--- config.mk ---
export PLATFORM = sky130hd
export DESIGN_NAME = alu_wb_fifo
export DESIGN_NICKNAME = d
export VERILOG_FILES = /design/src/rtl/alu_wb_fifo.sv
export SDC_FILE = /design/constraint.sdc
export NUM_CORES = 1
export LEC_CHECK = 0
export BUFFER_PORTS_ARGS = -buffer_cell sky130_fd_sc_hd__buf_2
export CAP_MARGIN = 5
export CORE_MARGIN = 2
export CORE_UTILIZATION = 30
export DETAILED_ROUTE_END_ITERATION = 8
export GPL_TIMING_DRIVEN = 0
export PLACE_DENSITY = 0.55
export SKIP_LAST_GASP = 1
export SLEW_MARGIN = 10
export SYNTH_ARGS = -nofsm -noshare
export SYNTH_HDL_FRONTEND = slang
export SYNTH_SLANG_ARGS = --single-unit
--- constraint.sdc ---
create_clock -name clk -period 6.8 [get_ports clk]
set_input_delay 1.36 -clock clk [delete_from_list [all_inputs] [get_ports clk]]
set_output_delay 1.36 -clock clk [all_outputs]
set_load 0.005 [all_outputs]
--- src/rtl/alu_wb_fifo.sv ---
`default_nettype none
// ============================================================================
// alu_wb_fifo : in-order ALU result buffer between the IQ execute handshake
// and the CDB arbiter. Optional same-cycle bypass: ALU_WB_FIFO_BYPASS_EN.
// Rev 1.0
// ============================================================================
module alu_wb_fifo #(
  parameter int DEPTH    = 4,
  parameter int DATA_W   = 32,
  parameter int ROB_ID_W = 6
) (
  input  logic                     clk,
  input  logic                     rst_n,
  input  logic                     flush,
  input  logic                     in_valid_i,
  input  logic [DATA_W-1:0]        in_data_i,
  input  logic [ROB_ID_W-1:0]      in_rob_id_i,
  output logic                     ready_o,
  output logic                     cdb_valid_o,
  output logic [DATA_W-1:0]        cdb_data_o,
  output logic [ROB_ID_W-1:0]      cdb_rob_id_o,
  input  logic                     cdb_ready_i,
  output logic [$clog2(DEPTH):0]   count_o
);

  localparam int PTR_W = $clog2(DEPTH);
  localparam int CNT_W = PTR_W + 1;
  localparam logic [CNT_W-1:0] FULL_COUNT = CNT_W'(DEPTH);

  logic [DATA_W-1:0]   data_mem [DEPTH];
  logic [ROB_ID_W-1:0] rob_mem  [DEPTH];
  logic [PTR_W-1:0]    rd_ptr;
  logic [PTR_W-1:0]    wr_ptr;
  logic [CNT_W-1:0]    count;
  logic                not_empty;
  logic                push;
  logic                pop;

  assign not_empty = (count != '0);
  assign ready_o   = (count < FULL_COUNT);
  assign pop       = not_empty & cdb_ready_i;
  assign count_o   = count;

`ifdef ALU_WB_FIFO_BYPASS_EN
  logic bypass;

  // An empty FIFO forwards the incoming result; if taken it is never stored.
  assign bypass = ~not_empty & in_valid_i;
  assign push   = in_valid_i & ready_o & ~(bypass & cdb_ready_i);

  always_comb begin
    cdb_valid_o  = not_empty | bypass;
    cdb_data_o   = '0;
    cdb_rob_id_o = '0;
    if (not_empty) begin
      cdb_data_o   = data_mem[rd_ptr];
      cdb_rob_id_o = rob_mem[rd_ptr];
    end else if (bypass) begin
      cdb_data_o   = in_data_i;
      cdb_rob_id_o = in_rob_id_i;
    end
  end
`else
  assign push         = in_valid_i & ready_o;
  assign cdb_valid_o  = not_empty;
  assign cdb_data_o   = not_empty ? data_mem[rd_ptr] : '0;
  assign cdb_rob_id_o = not_empty ? rob_mem[rd_ptr]  : '0;
`endif

  always_ff @(posedge clk or negedge rst_n) begin
    if (!rst_n) begin
      rd_ptr <= '0;
      wr_ptr <= '0;
      count  <= '0;
    end else if (flush) begin
      rd_ptr <= '0;
      wr_ptr <= '0;
      count  <= '0;
    end else begin
      if (push) wr_ptr <= wr_ptr + PTR_W'(1);
      if (pop)  rd_ptr <= rd_ptr + PTR_W'(1);
      case ({push, pop})
        2'b10:   count <= count + CNT_W'(1);
        2'b01:   count <= count - CNT_W'(1);
        default: count <= count;
      endcase
    end
  end

  // Storage is not reset; occupancy alone decides what is visible.
  always_ff @(posedge clk) begin
    if (push && !flush) begin
      data_mem[wr_ptr] <= in_data_i;
      rob_mem[wr_ptr]  <= in_rob_id_i;
    end
  end

endmodule
`default_nettype wire

Yosys cells after proc, flatten, opt, wreduce, memory -nomap -nowiden. Memories as Yosys holds them, arrays and structs flattened. Index checks and enable logic that the tools add are counted. Widths: inputs -> output; s select.

Reduce and logical (&&, ||, !) cells: 6. Add/sub/neg operators: 4. $lt $le $gt $ge: 1. Equality and inequality tests: 2. Mux-type cells: 10. Bitwise operators: 2.

Operator list (number): $mux 32 (1); $mux 2 (4); $mux 6 (1); $pmux 3 s2 (1); $reduce_bool 3->1 (2); $add 2x1->2 const B (2); $reduce_bool 2->1 (2); $add 3x1->3 const B (1); $lt 3x3->1 const B (1); $mux 3 (1); $sub 3x1->3 const B (1); $and 1x1->1 (2); $eq 2x1->1 const B (1); $eq 2x2->1 const B (1); $mux 1 (2); $logic_and 1x1->1 (1); $logic_not 1->1 (1).

Memories: 2. Bits in writable memories: 152. Output and inout port bits: 43. Bits in registers: 7. Input port bits: 43.

Memory list: data_mem (depth 4, width 32, rd ports 1, clocked after Yosys merged registers in 0, wr ports 1, line 30) `logic [DATA_W-1:0] data_mem [DEPTH];`; rob_mem (depth 4, width 6, rd ports 1, clocked after Yosys merged registers in 0, wr ports 1, line 31) `logic [ROB_ID_W-1:0] rob_mem [DEPTH];`.

Depth between registers and ports, before layout.
Word-level depth: 5. Gate-level depth with buffers: 9. Depth with buffers taken out: 8.

Least setup slack after synthesis. Ideal clock, no wire load.

Path kind: input to register. From: input port in_valid_i. To: memory data_mem[0][0] (enable). Data arrival time: 2.792 ns. Stages: 4. Required time: 6.401 ns. Path slack: 3.609 ns. Buffers on the path: 1. Setup time: 0.399 ns. Path through: nor2b_1 buf_2 nor2b_1 and2_1.

Cells in the longest elaborated chain, start to end: 4.

Ends and longest elaborated chain: from (decl) (line 15) `input logic in_valid_i,`; $and 1x1->1 (line 64) `assign push = in_valid_i & ready_o;`; $logic_and 1x1->1 (line 92) `if (push && !flush) begin`; $mux 1 (line 92); $mux 1 (implied by the code) (line 93) `data_mem[wr_ptr] <= in_data_i;`; to (decl) (line 30).

Every way passes these cells.

Worst setup path in the final report.
From: register rd_ptr[1]. To: output port cdb_data_o[16].

Cells in the longest elaborated chain, start to end: 2.

Ends and longest elaborated chain: from (decl) (line 32) `logic [PTR_W-1:0] rd_ptr;`; from (signal assigned) (line 81) `if (pop) rd_ptr <= rd_ptr + PTR_W'(1);`; $mem_v2 4x32; $mux 32 (line 66) `assign cdb_data_o = not_empty ? data_mem[rd_ptr] : '0;`; to (decl) (line 20) `output logic [DATA_W-1:0] cdb_data_o,`.

Every way passes these cells.

==> impl_metrics.yaml <==
outcome:
  status: "complete, no violations"
sta:
  min_period_over_period_pct: 49.9
  relSlewSlack_pct: 43.1
  finalSetupTns_ns: 0
  finClkSkew_ns: 0.00948
  clock.fmax_mhz: 294
  final_max_slew_viol_count: 0
  hold_viol_final: 0
  grt_setup_unrepaired: "no"
  setup_viol: 0
  worst_pin_slew_ns: 0.854
  min_period_ns: 3.40
yosys:
  syn_area_per_cell_sq_um: 21.0
  ys_ff_latch: 159
  synth_cell_types: 26
  ys.flop_type: "edfxtp_1"
  synthCells: 300
  yosysSeqAreaShare_pct: 75.2
  synth_warnings: 0
  async_flop_share_pct: 4.40
  syn_nets: 348
  syn-cell-area_sq_um: 6300
  synth_edf_count: 152
layout:
  area_growth_pct: 22.7
  drive_above_1_share_pct: 40.7
  fin_util_pct: 37.1
  layout_common_cells: "edfxtp_1, buf_2, mux4_2, and2_1, clkbuf_16"
  final_common_cell: "edfxtp_1"
  nets: 455
route:
  vias: 3132
  route.detailed.vias_per_inst: 4.49
  post_drt_wl_per_cell_um: 18.2
  drt_iter0_drc: 138
  drt-pass1-iter-count: 4
  ant_nets: 0
  drc: 0
  wl_um: 12700
die:
  coreArea_sq_um: 20800
  start_util_pct: 30.2
  die_y_um: 149
  rows: 53
  pin_count: 86
  die_x_um: 149
  die_area_sq_um: 22200
critical_path:
  cp.arrival_ns: 2.04
  cp-start-kind: "flop"
  endpoint_kind: "output port"
  crit_fanout: 10
  critPathRequiredTime_ns: 5.44
  path_class: "flop to output port"
placement:
  dpl.hpwl_um: 8090
  gp_congestion: 0.670
  port_buffers: 84
cts:
  cts_resized: 0
  cts_buffer_depth: 2
  post-cts-setup-buffers: 0
  cts_made_buffers: 17
  root_buffer: "clkbuf_16"
  cts_tree: "yes"
  path_clk_slew_ns: 0.06
  htreeDepth: 4
  holdBufCountCts: 0
  numClockSinks: 159
  insertion_delay_ns: 0.42
global_routing:
  grt_overflow: 0
  grt_pass1_vias: 3393
  track_usage_pct: 12.1
  antenna_found_initial: 2
  grt_max_degree: 26
  grt_first_pass_wirelength_um: 19300
power_and_ir_drop:
  worst_ir_drop_vdd_mv: 0.192
  p_leak_nw: 2.66
  powerDensity_nw_per_um2: 310
  finalPower_w: 0.00240
min_path:
  hold_path_class: "flop to flop"
job:
  cap_viol_max_count: 0
## registers in the layout, summed over array words and instances (netlist names)
register,cells
rd_ptr,2
wr_ptr,2
data_mem,128
rob_mem,24
count_o,3
## cells in the mapped netlist (3+ instances only)
| library cell | number | share of area (%) |
|---|---|---|
| clkbuf_1 | 5 | 0.30 |
| inv_1 | 3 | 0.18 |
| xor2_1 | 3 | 0.42 |
| mux4_2 | 38 | 14 |
| a221oi_1 | 3 | 0.42 |
| nor2b_1 | 3 | 0.30 |
| and2_1 | 42 | 4.2 |
| nor2_1 | 11 | 0.66 |
| buf_12 | 4 | 1.3 |
| a21oi_1 | 3 | 0.24 |
| o21ai_0 | 3 | 0.24 |
| edfxtp_1 | 152 | 72 |
| ha_1 | 4 | 0.79 |
| dfrtp_1 | 7 | 2.8 |
| buf_2 | 5 | 0.40 |
## per-layer routing
layer,GRT usage (%),share of wire [%],wire length [um],up-vias
met5,0,0.10,13,-
met4,4.33,1.3,169,2
met3,4.10,5.8,732,13
met2,21.2,53,6730,78
met1,14.0,40,5050,1625
li1,-,-,-,1414
## power breakdown
part	switching [W]	internal [W]	total (W)	leakage, nW
sequential	0.0000167	0.00112	0.00113	1.47
clock	0.000366	0.000502	0.000868	0.255
combinational	0.000191	0.000208	0.000399	0.934
## path summary, 6_finish.rpt
path / end / cells after the start / from / slack [ns]
worst max-delay path: cdb_data_o[16] / 4 / rd_ptr[1]$_DFFE_PN0P_ / 3.40
worst min-delay path: wr_ptr[0]$_DFFE_PN0P_ / 2 / wr_ptr[0]$_DFFE_PN0P_ / 0.63
worst max register to register: data_mem[0][0]$_DFFE_PP_ / 5 / count_o[2]$_DFFE_PN0P_ / 4.41
worst min register to register: wr_ptr[0]$_DFFE_PN0P_ / 2 / wr_ptr[0]$_DFFE_PN0P_ / 0.63
max in group asynchronous: rd_ptr[1]$_DFFE_PN0P_ / 1 / rst_n / 5.87
min in group asynchronous: count_o[0]$_DFFE_PN0P_ / 1 / rst_n / 0.77
## stage by stage
stage / hold slack, ns / cell area [sq um] / setup WS [ns] / cells
after global routing: 0.686 / 7720 / 3.25 / 695
after floorplan: 0.562 / 6300 / 3.61 / 300
after global placement: 0.585 / 7060 / 2.51 / 659
after CTS: 0.631 / 7720 / 3.31 / 695
final: 0.635 / 7730 / 3.40 / 697
after detailed placement: 0.616 / 7180 / 3.35 / 663
## cell type report
type	instances	area (sq um)
antenna	2	5.00
buffer	16	143
clock buffer	19	433
clock inverter	13	113
fill	1984	13100
inverter	3	11.3
multi-input combinational	122	1410
sequential	159	4740
tap	275	344
timing repair buffer	88	531
## worst max-delay path, stage by stage, from the launching register on
cell and delay, ns:
dfrtp_1 0.35, clkbuf_1 0.54, mux4_2 0.40, and2_1 0.20, buf_2 0.13
## kinds of logic after synthesis
family                   after synthesis  share of synthesized area, %
AND/OR/NAND/NOR                       63                          5.76
AO/OA/AOI/OAI                         11                          1.15
multiplexers                          38                          13.6
buffers and inverters                 19                          2.44
flip-flops                           159                          75.2
adder cells (fa/ha/maj)                5                          1.11
XOR/XNOR                               5                         0.695
No activity file was read; power rests on OpenSTA's default activity.
